$ cat src/rtl/hit_judge_pkg.sv
// Shared types and codes for the judgement stage: FSM states, grade codes,
// note colour codes agreed with the shifter, and a saturating increment helper.
package hit_judge_pkg;

  typedef enum logic [1:0] {
    IDLE   = 2'd0,
    PLAY   = 2'd1,
    RESULT = 2'd2
  } state_t;

  localparam logic [1:0] G_NONE    = 2'd0;
  localparam logic [1:0] G_PERFECT = 2'd1;
  localparam logic [1:0] G_GOOD    = 2'd2;
  localparam logic [1:0] G_MISS    = 2'd3;

  localparam logic [1:0] NOTE_RED  = 2'd1;
  localparam logic [1:0] NOTE_BLUE = 2'd2;

  function automatic logic [7:0] sat_inc8(input logic [7:0] v);
    return (v == 8'hFF) ? v : v + 8'd1;
  endfunction

endpackage

$ cat src/rtl/hit_judge_button_conditioner.sv
// Raw button -> 2-FF synchroniser -> debounce (level accepted after DEBOUNCE_CYC
// consecutive differing samples) -> one-cycle rising-edge pulse.
module button_conditioner #(
  parameter logic [19:0] DEBOUNCE_CYC = 20'd500000
) (
  input  logic clk,
  input  logic rst_n,
  input  logic raw,
  output logic press
);

  logic        sync1_reg;
  logic        sync2_reg;
  logic        stable_reg;
  logic        stable_d_reg;
  logic [19:0] cnt_reg;

  always_ff @(posedge clk or negedge rst_n) begin
    if (!rst_n) begin
      sync1_reg    <= 1'b0;
      sync2_reg    <= 1'b0;
      stable_reg   <= 1'b0;
      stable_d_reg <= 1'b0;
      cnt_reg      <= '0;
    end else begin
      sync1_reg    <= raw;
      sync2_reg    <= sync1_reg;
      stable_d_reg <= stable_reg;
      // Any sample agreeing with the accepted level restarts the count.
      if (sync2_reg == stable_reg) begin
        cnt_reg <= '0;
      end else if (cnt_reg == DEBOUNCE_CYC - 20'd1) begin
        stable_reg <= sync2_reg;
        cnt_reg    <= '0;
      end else begin
        cnt_reg <= cnt_reg + 20'd1;
      end
    end
  end

  assign press = stable_reg & ~stable_d_reg;

endmodule

$ cat src/rtl/hit_judge.sv
// Judgement stage: grades button presses against the note in the judge slot,
// pulses delete back to the shifter and keeps per-song combo/score/hit/miss stats.
module hit_judge
  import hit_judge_pkg::*;
#(
  parameter logic [19:0] DEBOUNCE_CYC = 20'd500000,
  parameter logic [2:0]  PERFECT_LO   = 3'd2,
  parameter logic [2:0]  PERFECT_HI   = 3'd4,
  parameter logic [15:0] PERFECT_PTS  = 16'd3,
  parameter logic [15:0] GOOD_PTS     = 16'd1
) (
  input  logic        clk,
  input  logic        rst_n,
  input  logic        red_button,
  input  logic        blue_button,
  input  logic        yellow_button,
  input  logic [1:0]  song,
  input  logic        note_R_judge,
  input  logic        note_B_judge,
  input  logic [2:0]  offset,
  input  logic        finish,
  output logic        delete,
  output logic [7:0]  combo,
  output logic [7:0]  max_combo,
  output logic [15:0] score,
  output logic [9:0]  hit_cnt,
  output logic [9:0]  miss_cnt,
  output logic [1:0]  grade,
  output logic        result_valid
);

  logic [2:0] raw_btn;
  logic [2:0] press_vec;

  assign raw_btn = {yellow_button, blue_button, red_button};

  genvar gi;
  generate
    for (gi = 0; gi < 3; gi++) begin : g_btn
      button_conditioner #(.DEBOUNCE_CYC(DEBOUNCE_CYC)) u_cond (
        .clk   (clk),
        .rst_n (rst_n),
        .raw   (raw_btn[gi]),
        .press (press_vec[gi])
      );
    end
  endgenerate

  state_t      state_reg, state_next;
  logic        consumed_reg, consumed_next;
  logic        slot_busy_d_reg;
  logic        delete_reg, delete_next;
  logic [7:0]  combo_reg, combo_next;
  logic [7:0]  max_combo_reg, max_combo_next;
  logic [15:0] score_reg, score_next;
  logic [9:0]  hit_cnt_reg, hit_cnt_next;
  logic [9:0]  miss_cnt_reg, miss_cnt_next;
  logic [1:0]  grade_reg, grade_next;

  logic [1:0]  note_code;
  logic        in_play, start, slot_busy, slot_fall;
  logic        hit, wrong, fall_miss, perfect;
  logic [16:0] score_sum;
  logic [10:0] miss_sum;

  assign note_code = {note_B_judge, note_R_judge};
  assign in_play   = (state_reg == PLAY);
  assign start     = (state_reg == IDLE) && (song != 2'd0);
  assign slot_busy = note_R_judge | note_B_judge;
  assign slot_fall = slot_busy_d_reg & ~slot_busy;

  // With both colours pressed, a matching colour wins and the other edge is dropped.
  assign hit = in_play & ~consumed_reg &
               ((press_vec[0] & ((note_code & NOTE_RED) != 2'd0)) |
                (press_vec[1] & ((note_code & NOTE_BLUE) != 2'd0)));
  assign wrong     = in_play & (press_vec[0] | press_vec[1]) & ~hit;
  assign fall_miss = in_play & slot_fall & ~consumed_reg;
  assign perfect   = (offset >= PERFECT_LO) && (offset <= PERFECT_HI);

  assign score_sum = {1'b0, score_reg} + {1'b0, (perfect ? PERFECT_PTS : GOOD_PTS)};
  assign miss_sum  = {1'b0, miss_cnt_reg} + {10'd0, wrong} + {10'd0, fall_miss};

  always_comb begin
    state_next = state_reg;
    case (state_reg)
      IDLE:    if (song != 2'd0) state_next = PLAY;
      PLAY:    if (finish)       state_next = RESULT;
      RESULT:  if (press_vec[2]) state_next = IDLE;
      default: state_next = IDLE;
    endcase
  end

  always_comb begin
    consumed_next  = consumed_reg;
    delete_next    = hit;
    combo_next     = combo_reg;
    max_combo_next = max_combo_reg;
    score_next     = score_reg;
    hit_cnt_next   = hit_cnt_reg;
    miss_cnt_next  = miss_cnt_reg;
    grade_next     = grade_reg;
    if (start) begin
      consumed_next  = 1'b0;
      combo_next     = '0;
      max_combo_next = '0;
      score_next     = '0;
      hit_cnt_next   = '0;
      miss_cnt_next  = '0;
      grade_next     = G_NONE;
    end else if (in_play) begin
      if (hit)            consumed_next = 1'b1;
      else if (slot_fall) consumed_next = 1'b0;
      if (hit) begin
        hit_cnt_next = (hit_cnt_reg == 10'h3FF) ? hit_cnt_reg : hit_cnt_reg + 10'd1;
        score_next   = score_sum[16] ? 16'hFFFF : score_sum[15:0];
        grade_next   = perfect ? G_PERFECT : G_GOOD;
        // A miss landing with the hit breaks the old chain; the hit starts a new one.
        combo_next   = fall_miss ? 8'd1 : sat_inc8(combo_reg);
      end else if (wrong | fall_miss) begin
        combo_next = '0;
        grade_next = G_MISS;
      end
      miss_cnt_next  = miss_sum[10] ? 10'h3FF : miss_sum[9:0];
      max_combo_next = (combo_next > max_combo_reg) ? combo_next : max_combo_reg;
    end
  end

  always_ff @(posedge clk or negedge rst_n) begin
    if (!rst_n) begin
      state_reg       <= IDLE;
      consumed_reg    <= 1'b0;
      slot_busy_d_reg <= 1'b0;
      delete_reg      <= 1'b0;
      combo_reg       <= '0;
      max_combo_reg   <= '0;
      score_reg       <= '0;
      hit_cnt_reg     <= '0;
      miss_cnt_reg    <= '0;
      grade_reg       <= G_NONE;
    end else begin
      state_reg       <= state_next;
      consumed_reg    <= consumed_next;
      slot_busy_d_reg <= slot_busy;
      delete_reg      <= delete_next;
      combo_reg       <= combo_next;
      max_combo_reg   <= max_combo_next;
      score_reg       <= score_next;
      hit_cnt_reg     <= hit_cnt_next;
      miss_cnt_reg    <= miss_cnt_next;
      grade_reg       <= grade_next;
    end
  end

  assign delete       = delete_reg;
  assign combo        = combo_reg;
  assign max_combo    = max_combo_reg;
  assign score        = score_reg;
  assign hit_cnt      = hit_cnt_reg;
  assign miss_cnt     = miss_cnt_reg;
  assign grade        = grade_reg;
  assign result_valid = (state_reg == RESULT);

endmodule

$ cat config.mk
export PLATFORM = sky130hd
export DESIGN_NAME = hit_judge
export DESIGN_NICKNAME = d
export VERILOG_FILES = /design/src/rtl/hit_judge_pkg.sv /design/src/rtl/hit_judge_button_conditioner.sv /design/src/rtl/hit_judge.sv
export SDC_FILE = /design/constraint.sdc
export NUM_CORES = 1
export LEC_CHECK = 0
export CORE_ASPECT_RATIO = 0.9
export CORE_MARGIN = 5
export CORE_UTILIZATION = 40
export CTS_CLUSTER_DIAMETER = 80
export DETAILED_ROUTE_END_ITERATION = 6
export PLACE_DENSITY = 0.67
export SLEW_MARGIN = 20
export SYNTH_ARGS = -nofsm -noshare
export SYNTH_HDL_FRONTEND = slang
export SYNTH_SLANG_ARGS = --single-unit
$ cat constraint.sdc
create_clock -name clk -period 2.9 [get_ports clk]
set_input_delay 0.58 -clock clk [delete_from_list [all_inputs] [get_ports clk]]
set_output_delay 0.58 -clock clk [all_outputs]
set_load 0.01 [all_outputs]
==> results.toml, run 1 <==
[cells_and_area]
layout.nets = 838
area.growth.synth_to_final_pct = 31.32
largest_register_ffs = 60
antenna-diode-count = 0
fin_area_sq_mm = 0.008635
post_route_cells_drive_above_1_share = 0.1559

[placed_design]
place_ws_ns = -0.7028
place_hpwl_mm = 10.90
gp_congestion = 0.9519
dpl_cell_area_sq_mm = 0.007816
port_buffers = 68

[synth]
synth_seq_area_share = 0.4986
async_flop_share = 1.000
synth_enable_flop_cells = 0
synth_warnings = 0
synth.distinct_cells = 54
syn_area_sq_mm = 0.006575
ys_top_cells_by_area = "dfrtp_1, nor2_1, xor2_1, xnor2_1, nand2_1"
synth_top_area_frac = 0.4986
ys_ff_latch = 131
synth_area_leader_cell = "dfrtp_1"
synth_most_common_cell = "dfrtp_1"
synth_area_per_cell_sq_um = 9.557
synth_ff_type = "dfrtp_1"
syn_nets = 718
ys_top_cells_by_count = "dfrtp_1, nor2_1, nand2_1"
synth_cells = 688

[floorplanning]
initial_utilization = 0.4076
chipWidth_microns = 145.1
die_h_microns = 131.6
core_sq_mm = 0.01613
rows = 44
io_pins = 69
die_area_sq_mm = 0.01911

[route]
drtIter0Drc = 365
drc_errors = 0
vias = 5572
dr.pass1.iters = 5
routed_wl_mm = 16.03
vias_per_cell = 5.420
post_drt_wl_per_cell_microns = 15.59
final_antenna_net_count = 0

[outcome]
violations = "negative setup slack"
outcome = "finished, violations left"

[pwr]
powerDensity_mw_per_mm2 = 565.9
ir_drop_v = 0.0005322
power_frac_comb = 0.127
p_leak_nw = 3.699
clkPwrFrac = 0.476
sw_frac_of_total = 0.2554
totalPowerFinal_mw = 4.886
p_seq_frac = 0.396
power_switching_mw = 1.248
power.internal_mw = 3.638

[clock_tree]
ctsLongestPathBuffers = 2
h-tree-depth = 4
cts_tree = "built"
clock_latency_ns = 0.42
cts-buffers-inserted = 17
cts.sinks = 131
ctsHoldBuffers = 0
cts-root-buf = "clkbuf_16"
clkSlewWorstSetupHoldPaths_ns = 0.05

[timing]
drv_slew = 0
finalCritPeriodShare = 1.019
max_freq_mhz = 338.4
setup_tns_ns = -0.1381
worst_slack_ns = -0.05471
finClkSkew_ns = 0.006637
tightest_slew_ns = 0.8935
hold_violations = 0
rsz0062_at_grt = "yes"
maxSlewHeadroom = 0.3988
fin_crit_ns = 2.955
setup_viol = 8

[critical_path]
crit_type = "primary input to register"
cp_max_fo = 7
endpoint_kind = "register"
r2r_start = "consumed_reg"
startpoint_type = "primary input"
required_ns = 3.20
cp.arrival_ns = 3.26
startpoint = "note_R_judge"

[grt]
grt_pass1_vias = 5597
antenna_found_initial = 1
grt_start_max_net_pins = 132
grt_overflow = 0
track_usage = 0.1676
grt_pass1_wl_mm = 26.97

[flow_run]
maxCapViolations = 0

[hold_path]
hold_class = "primary input to asynchronous set/reset pin"
[power by group through the flow]
stage	Sequential [mW]	Clock (mW)	Combinational, mW
after global placement	1.96	0	0.599
after global routing	1.94	2.45	0.688
after detailed placement	1.97	0	0.613
after floorplan	1.97	0	0.323
final	1.94	2.33	0.622
after CTS	1.94	2.36	0.625
[critical path, cell delays in order]
cell	delay [ns]
clkdlybuf4s15_1	0.20
or4b_4	0.57
a31oi_4	0.35
o21ai_2	0.14
a32oi_2	0.23
inv_2	0.08
ha_4	0.27
nand3_2	0.08
or2_4	0.24
a21oi_4	0.14
o21ai_4	0.08
mux2_4	0.30
[metal layers]
metal | routed length (microns) | vias up | global-route usage
li1 | - | 2672 | -
met1 | 7062 | 2719 | 0.2114
met2 | 7828 | 150 | 0.2736
met3 | 812 | 29 | 0.04614
met4 | 308 | 2 | 0.06788
met5 | 13 | - | 0
[cell usage in the layout (no fill, tap or decap), drive strengths merged, types with 23 or more instances in the layout]
cell type,n
xor2,31
clkdlybuf4s50,65
buf,57
dfrtp,131
clkbuf,23
nor2,98
a21oi,30
nand4,24
nand2,59
inv,30
nand3,41
xnor2,26
[timing repair]
action,CTS,global route
setup buffers,7,1
gates resized for setup,15,18
pin swaps,9,4
setup endpoints to repair,16,17
[per-stage QoR]
| step | util | std cells | hold slack, ns |
|---|---|---|---|
| after CTS | 0.5306 | 1027 | 0.2987 |
| after global placement | 0.4846 | 988 | 0.3327 |
| after detailed placement | 0.4846 | 988 | 0.3347 |
| final | 0.5353 | 1028 | 0.2385 |
| after global routing | 0.5353 | 1028 | 0.3179 |
| after floorplan | - | 688 | 0.2844 |
[cell type report]
class                   count  area [sq um]
clock buffers              23         488.0
clock inverters             9         150.1
fillers                  1406          7496
inverters                  30         112.6
multi-input cells         504          3226
flip-flops and latches    131          3278
well taps                 207         259.0
repair buffers            124          1121
[logic make-up after synthesis]
family / count (synthesis) / synth area share
AND/OR/NAND/NOR: 312 / 0.2333
adder cells (fa/ha/maj): 17 / 0.03463
multiplexers: 15 / 0.02360
buffers and inverters: 53 / 0.03444
XOR/XNOR: 57 / 0.07593
AO/OA/AOI/OAI: 103 / 0.09953
flip-flops: 131 / 0.4986
[path summary, 6_finish.rpt]
path,to,slack (ns),cells after the start
worst max-delay path,max_combo[4],-0.05,12
worst min-delay path,max_combo[1],0.24,2
worst max register to register,max_combo[4],-0.05,11
worst min register to register,g_btn[0].u_cond.sync2_reg,0.35,0
max in group asynchronous,g_btn[1].u_cond.cnt_reg[13],2.10,2
min in group clk,g_btn[0].u_cond.sync2_reg,0.35,0
(Power assumes the default switching activity.)
==> run 2: changes to the inputs <==
- DONT_BUFFER_PORTS: unset -> 1
- PLACE_DENSITY: 0.67 -> 0.61
- SLEW_MARGIN: 20 -> unset
==> run 2 against run 1 <==
Net effect:
- the run ends with negative hold slack left
- sequential cell count stayed put
- largest power group unchanged
- global-route usage is 0.91 points lower
- sequential share of layout area is 4.1 points higher
- via count is 6.4% lower
- non-clock buffer count is 82 lower
- clock skew is 0.0012 ns lower
- cell area is 9.7% lower
- cell count is 8.3% lower
- largest cell class is now multi-input combinational cells
- critical endpoint unchanged
- first-iteration DRC count is 6.8% lower
- setup slack better by 0.069 ns
==> results.toml, run 2 (same netlist as run 1, synthesis figures left out) <==
[route]
drc_errors = 0
vias_per_cell = 5.532
dr.pass1.iters = 4
vias = 5217
drtIter0Drc = 340
final_antenna_net_count = 0
routed_wl_mm = 15.42
post_drt_wl_per_cell_microns = 16.35

[cells_and_area]
layout.nets = 756
largest_register_ffs = 60
post_route_cells_drive_above_1_share = 0.1563
mostFrequentLayoutCells = "dfrtp_1, nor2_1, nand2_1"
layout.cells.most_common = "dfrtp_1"
area.growth.synth_to_final_pct = 18.63
antenna-diode-count = 0

[clock_tree]
ctsLongestPathBuffers = 2
h-tree-depth = 4
clock_latency_ns = 0.41
cts.sinks = 131
cts-root-buf = "clkbuf_16"
cts-buffers-inserted = 17
cts_tree = "built"
clkSlewWorstSetupHoldPaths_ns = 0.06

[timing]
fin_crit_ns = 2.886
worst_hold_slack_ns = -0.1394
maxSlewHeadroom = 0.4292
setup_viol = 0
worst_slack_ns = 0.01446
drv_slew = 0
finClkSkew_ns = 0.005417
finalCritPeriodShare = 0.9950
rsz0062_at_grt = "yes"
hold_violations = 131
tightest_slew_ns = 0.8484
max_freq_mhz = 346.6

[floorplanning]
initial_utilization = 0.4076
rows = 44
io_pins = 69
core_sq_mm = 0.01613
die_area_sq_mm = 0.01911
chipWidth_microns = 145.1
die_h_microns = 131.6

[critical_path]
worst_path_max_delay_cell = "or4b_4"
r2r_start = "consumed_reg"
rrSetupSlack_ns = 0.01
worstPathCellList = "or4b_4 -> a31oi_4 -> o21ai_2 -> a32oi_2 -> inv_2 -> ha_4 -> nand3_4 -> or2_4 -> a21oi_4 -> o21ai_4 -> mux2_4"
crit_type = "register to register"
startpoint_type = "register"
reg2regPathDepth = 11
cp_max_fo = 5
cp.arrival_ns = 3.18
cp_slowest_stage_delay_ns = 0.52
endpoint_kind = "register"
r2r-end = "max_combo[4]"
required_ns = 3.20

[placed_design]
port_buffers = 0
gp_congestion = 0.8502
place_ws_ns = -0.1860
place_hpwl_mm = 10.47

[pwr]
ir_drop_v = 0.0004448
powerDensity_mw_per_mm2 = 567.3
p_leak_nw = 3.361

[outcome]
violations = "negative hold slack"
outcome = "finished, violations left"

[hold_path]
hold_class = "primary input to asynchronous set/reset pin"

[flow_run]
maxCapViolations = 0

[grt]
grt_pass1_vias = 5051
track_usage = 0.1586
antenna_found_initial = 0
grt_overflow = 0
grt_start_max_net_pins = 132
grt_pass1_wl_mm = 25.25
## run 2: per-stage QoR
| stage | area, sq um | TNS, ns | power [mW] | utilization | instances |
|---|---|---|---|---|---|
| after floorplan | 6621 | -0.1574 | 2.289 | - | 688 |
| after CTS | 7597 | 0 | 4.467 | 0.4710 | 939 |
| after global routing | 7800 | -0.4536 | 4.616 | 0.4836 | 943 |
| after detailed placement | 7051 | -2.158 | 2.463 | 0.4371 | 910 |
| final | 7800 | 0 | 4.425 | 0.4836 | 943 |
| after global placement | 7051 | -1.144 | 2.448 | 0.4371 | 910 |
## run 2: area by class of cell
type	instances	area, sq um
multi-input cells	504	3281
clock inverters	6	55.05
inverters	30	112.6
clock buffers	23	488.0
repair buffers	42	326.6
well taps	207	259.0
flip-flops and latches	131	3278
fillers	1452	8330
## run 2: worst max-delay path: cells and delay by family (launching register included)
family	cells	cell delay, ns
adder cells (fa/ha/maj)	1	0.28
flip-flops	1	0.40
AND/OR/NAND/NOR	3	0.85
multiplexers	1	0.30
buffers and inverters	1	0.07
AO/OA/AOI/OAI	5	0.87
## run 2: power breakdown
group          switching (mW)  total [mW]  internal, mW
clock network           0.736        1.98          1.25
logic                   0.335       0.487         0.152
registers              0.0718        1.96          1.88
## run 2: per-layer routing
| metal | GRT usage | share of wire |
|---|---|---|
| met5 | 0 | 0 |
| met4 | 0.07150 | 0.023 |
| met3 | 0.04511 | 0.065 |
| met2 | 0.2380 | 0.46 |
| met1 | 0.2137 | 0.45 |
## run 2: worst max-delay path by stage
stage | startpoint | to | slack [ns] | depth (start not counted)
after floorplan | note_R_judge | max_combo[4] | -0.16 | 11
after global placement | note_R_judge | max_combo[4] | -0.12 | 11
after detailed placement | note_R_judge | miss_cnt[5] | -0.19 | 8
after CTS | consumed_reg | max_combo[0] | 0.005 | 12
after global routing | consumed_reg | max_combo[7] | -0.08 | 12
final | consumed_reg | max_combo[4] | 0.01 | 11
## run 2: timing repair
item	4_1_cts	5_1_grt
pin swaps	1	14
buffers inserted	0	4
setup endpoints to repair	7	11
hold endpoints to repair	131	131
gates resized for setup	1	37
cloned	0	0
==> run 3: changes to the inputs <==
- CORE_MARGIN: 5 -> unset
==> run 3 against run 2 <==
Net effect:
- largest power group unchanged
- clock skew grew 0.00058 ns
- fmax grew 1.8%
- utilization grew 0.30 points
- sequential share of layout area shrank 0.11 points
- combinational power shrank 2%
- first-iteration DRC count shrank 27%
- sequential cell count is the same
- via count shrank 0.52%
- the run still ends with negative hold slack left
- critical path type unchanged
- cell count grew 0.53%
- non-clock buffer count grew 2
==> results.toml, run 3 (same netlist as run 1, synthesis figures left out) <==
[outcome]
outcome = "finished, violations left"
violations = "negative hold slack"

[floorplanning]
io_pins = 69
initial_utilization = 0.4090
core_sq_mm = 0.01608
chipWidth_microns = 137.1
die_area_sq_mm = 0.01696
rows = 44
die_h_microns = 123.6

[cells_and_area]
largest_register_ffs = 60
antenna-diode-count = 0
post_route_cells_drive_above_1_share = 0.1484
mostFrequentLayoutCells = "dfrtp_1, nor2_1, nand2_1"
area.growth.synth_to_final_pct = 18.95
final_cells = 948
fin_area_sq_mm = 0.007821
layout.nets = 758
layout.cells.most_common = "dfrtp_1"

[clock_tree]
clock_latency_ns = 0.42
ctsLongestPathBuffers = 2
cts.sinks = 131
cts-root-buf = "clkbuf_16"
cts-buffers-inserted = 17
h-tree-depth = 4
cts_tree = "built"
clkSlewWorstSetupHoldPaths_ns = 0.06

[route]
routed_wl_mm = 14.95
dr.pass1.iters = 5
post_drt_wl_per_cell_microns = 15.77
drtIter0Drc = 248
drc_errors = 0
final_antenna_net_count = 0
vias_per_cell = 5.475
vias = 5190

[critical_path]
startpoint_type = "register"
crit_family = "compound AO/OA/AOI/OAI gates"
endpoint_kind = "register"
crit_top_cell = "inv_1"
worstPathCellList = "or4b_4 -> a31oi_4 -> inv_1 -> o22ai_2 -> inv_1 -> ha_4 -> nand4_1 -> buf_4 -> a21oi_4 -> o21ai_4 -> mux2_4"
crit_buf_inv = 3
cp.arrival_ns = 3.13
cp_max_fo = 5
required_ns = 3.20
cp_slowest_stage_delay_ns = 0.51
crit_type = "register to register"
worst_path_max_delay_cell = "or4b_4"

[pwr]
ir_drop_v = 0.0004800
p_leak_nw = 3.386
powerDensity_mw_per_mm2 = 590.1

[timing]
hold_violations = 131
worst_hold_slack_ns = -0.1428
fin_crit_ns = 2.836
maxSlewHeadroom = 0.4083
tightest_slew_ns = 0.8795
finalCritPeriodShare = 0.9778
drv_slew = 0
setup_viol = 0
finClkSkew_ns = 0.005998
max_freq_mhz = 352.6

[placed_design]
dpl_cell_area_sq_mm = 0.007058
place_inst = 911
port_buffers = 0
place_hpwl_mm = 10.18
gp_congestion = 0.8294

[grt]
track_usage = 0.1814
grt_overflow = 0
grt_start_max_net_pins = 132
grt_pass1_wl_mm = 23.92
grt_pass1_vias = 4954
antenna_found_initial = 0

[flow_run]
maxCapViolations = 0

[hold_path]
hold_class = "primary input to asynchronous set/reset pin"
-- run 3: cell types whose count changed in the layout (fill, tap and decap cells not counted), moves of 2 or more --
cell	delta
clkinv_2	-3
clkinvlp_4	+4
ha_1	+3
inv_1	+4
ha_4	-3
inv_2	-4
clkinv_4	+3
clkbuf_8	-2
bufinv_16	+2
-- run 3: stage by stage --
stage          power [mW]  hold WS, ns  utilization  TNS, ns  worst slack (ns)
2_1_floorplan       2.289       0.2844            -  -0.1574           -0.1574
3_3_place_gp        2.442       0.2899       0.4391   -1.254           -0.1278
3_5_place_dp        2.454       0.2898       0.4391   -1.838           -0.1626
4_1_cts             4.650      -0.1610       0.4772        0           0.01126
5_1_grt             4.824      -0.1679       0.4865  -0.1585          -0.04990
6_report            4.616      -0.1428       0.4865        0           0.06431
-- run 3: final cells by class --
class                           instances  area, sq um
Fill cell                            1445         8254
Sequential cell                       131         3278
Multi-Input combinational cell        504         3213
Clock buffer                           20        456.7
Timing Repair Buffer                   44        345.3
Tap cell                              207        259.0
Clock inverter                         12        156.4
Inverter                               30        112.6
-- run 3: where the power goes --
group / leakage (nW) / switching [mW] / internal (mW) / total (mW)
combinational: 1.30 / 0.327 / 0.148 / 0.476
sequential: 1.80 / 0.0711 / 1.88 / 1.95
clock: 0.288 / 0.790 / 1.40 / 2.19
-- run 3: layer usage --
layer | vias up | share of wire | GRT usage
li1 | 2505 | - | -
met4 | 0 | 0.010 | 0.06250
met1 | 2550 | 0.45 | 0.2370
met2 | 118 | 0.48 | 0.2797
met3 | 17 | 0.064 | 0.06268
met5 | - | 0 | 0
-- run 3: worst reg2reg max path: cells and delay by family, from the launching register on --
family,cells,cell delay [ns]
AO/OA/AOI/OAI,4,0.72
adder cells (fa/ha/maj),1,0.29
buffers and inverters,3,0.40
flip-flops,1,0.38
multiplexers,1,0.30
AND/OR/NAND/NOR,2,0.62
-- run 3: path summary, 6_finish.rpt --
kind / depth (start not counted) / to / startpoint / slack (ns)
worst min-delay path: 0 / hit_cnt[4] / rst_n / -0.14
worst max-delay path: 11 / max_combo[4] / consumed_reg / 0.06
max in group asynchronous: 0 / score[8] / rst_n / 2.78
min in group clk: 0 / g_btn[1].u_cond.sync1_reg / blue_button / 0.19
worst max register to register: 11 / max_combo[4] / consumed_reg / 0.06
worst min register to register: 0 / g_btn[2].u_cond.sync2_reg / g_btn[2].u_cond.sync1_reg / 0.35
-- run 3: timing repair --
action / in CTS / in global routing
gates cloned: 0 / 0
pin swaps: 1 / 9
gates resized for setup: 0 / 25
setup endpoints to repair: 2 / 16
endpoints found under the hold margin: 131 / 131
setup buffers: 0 / 5
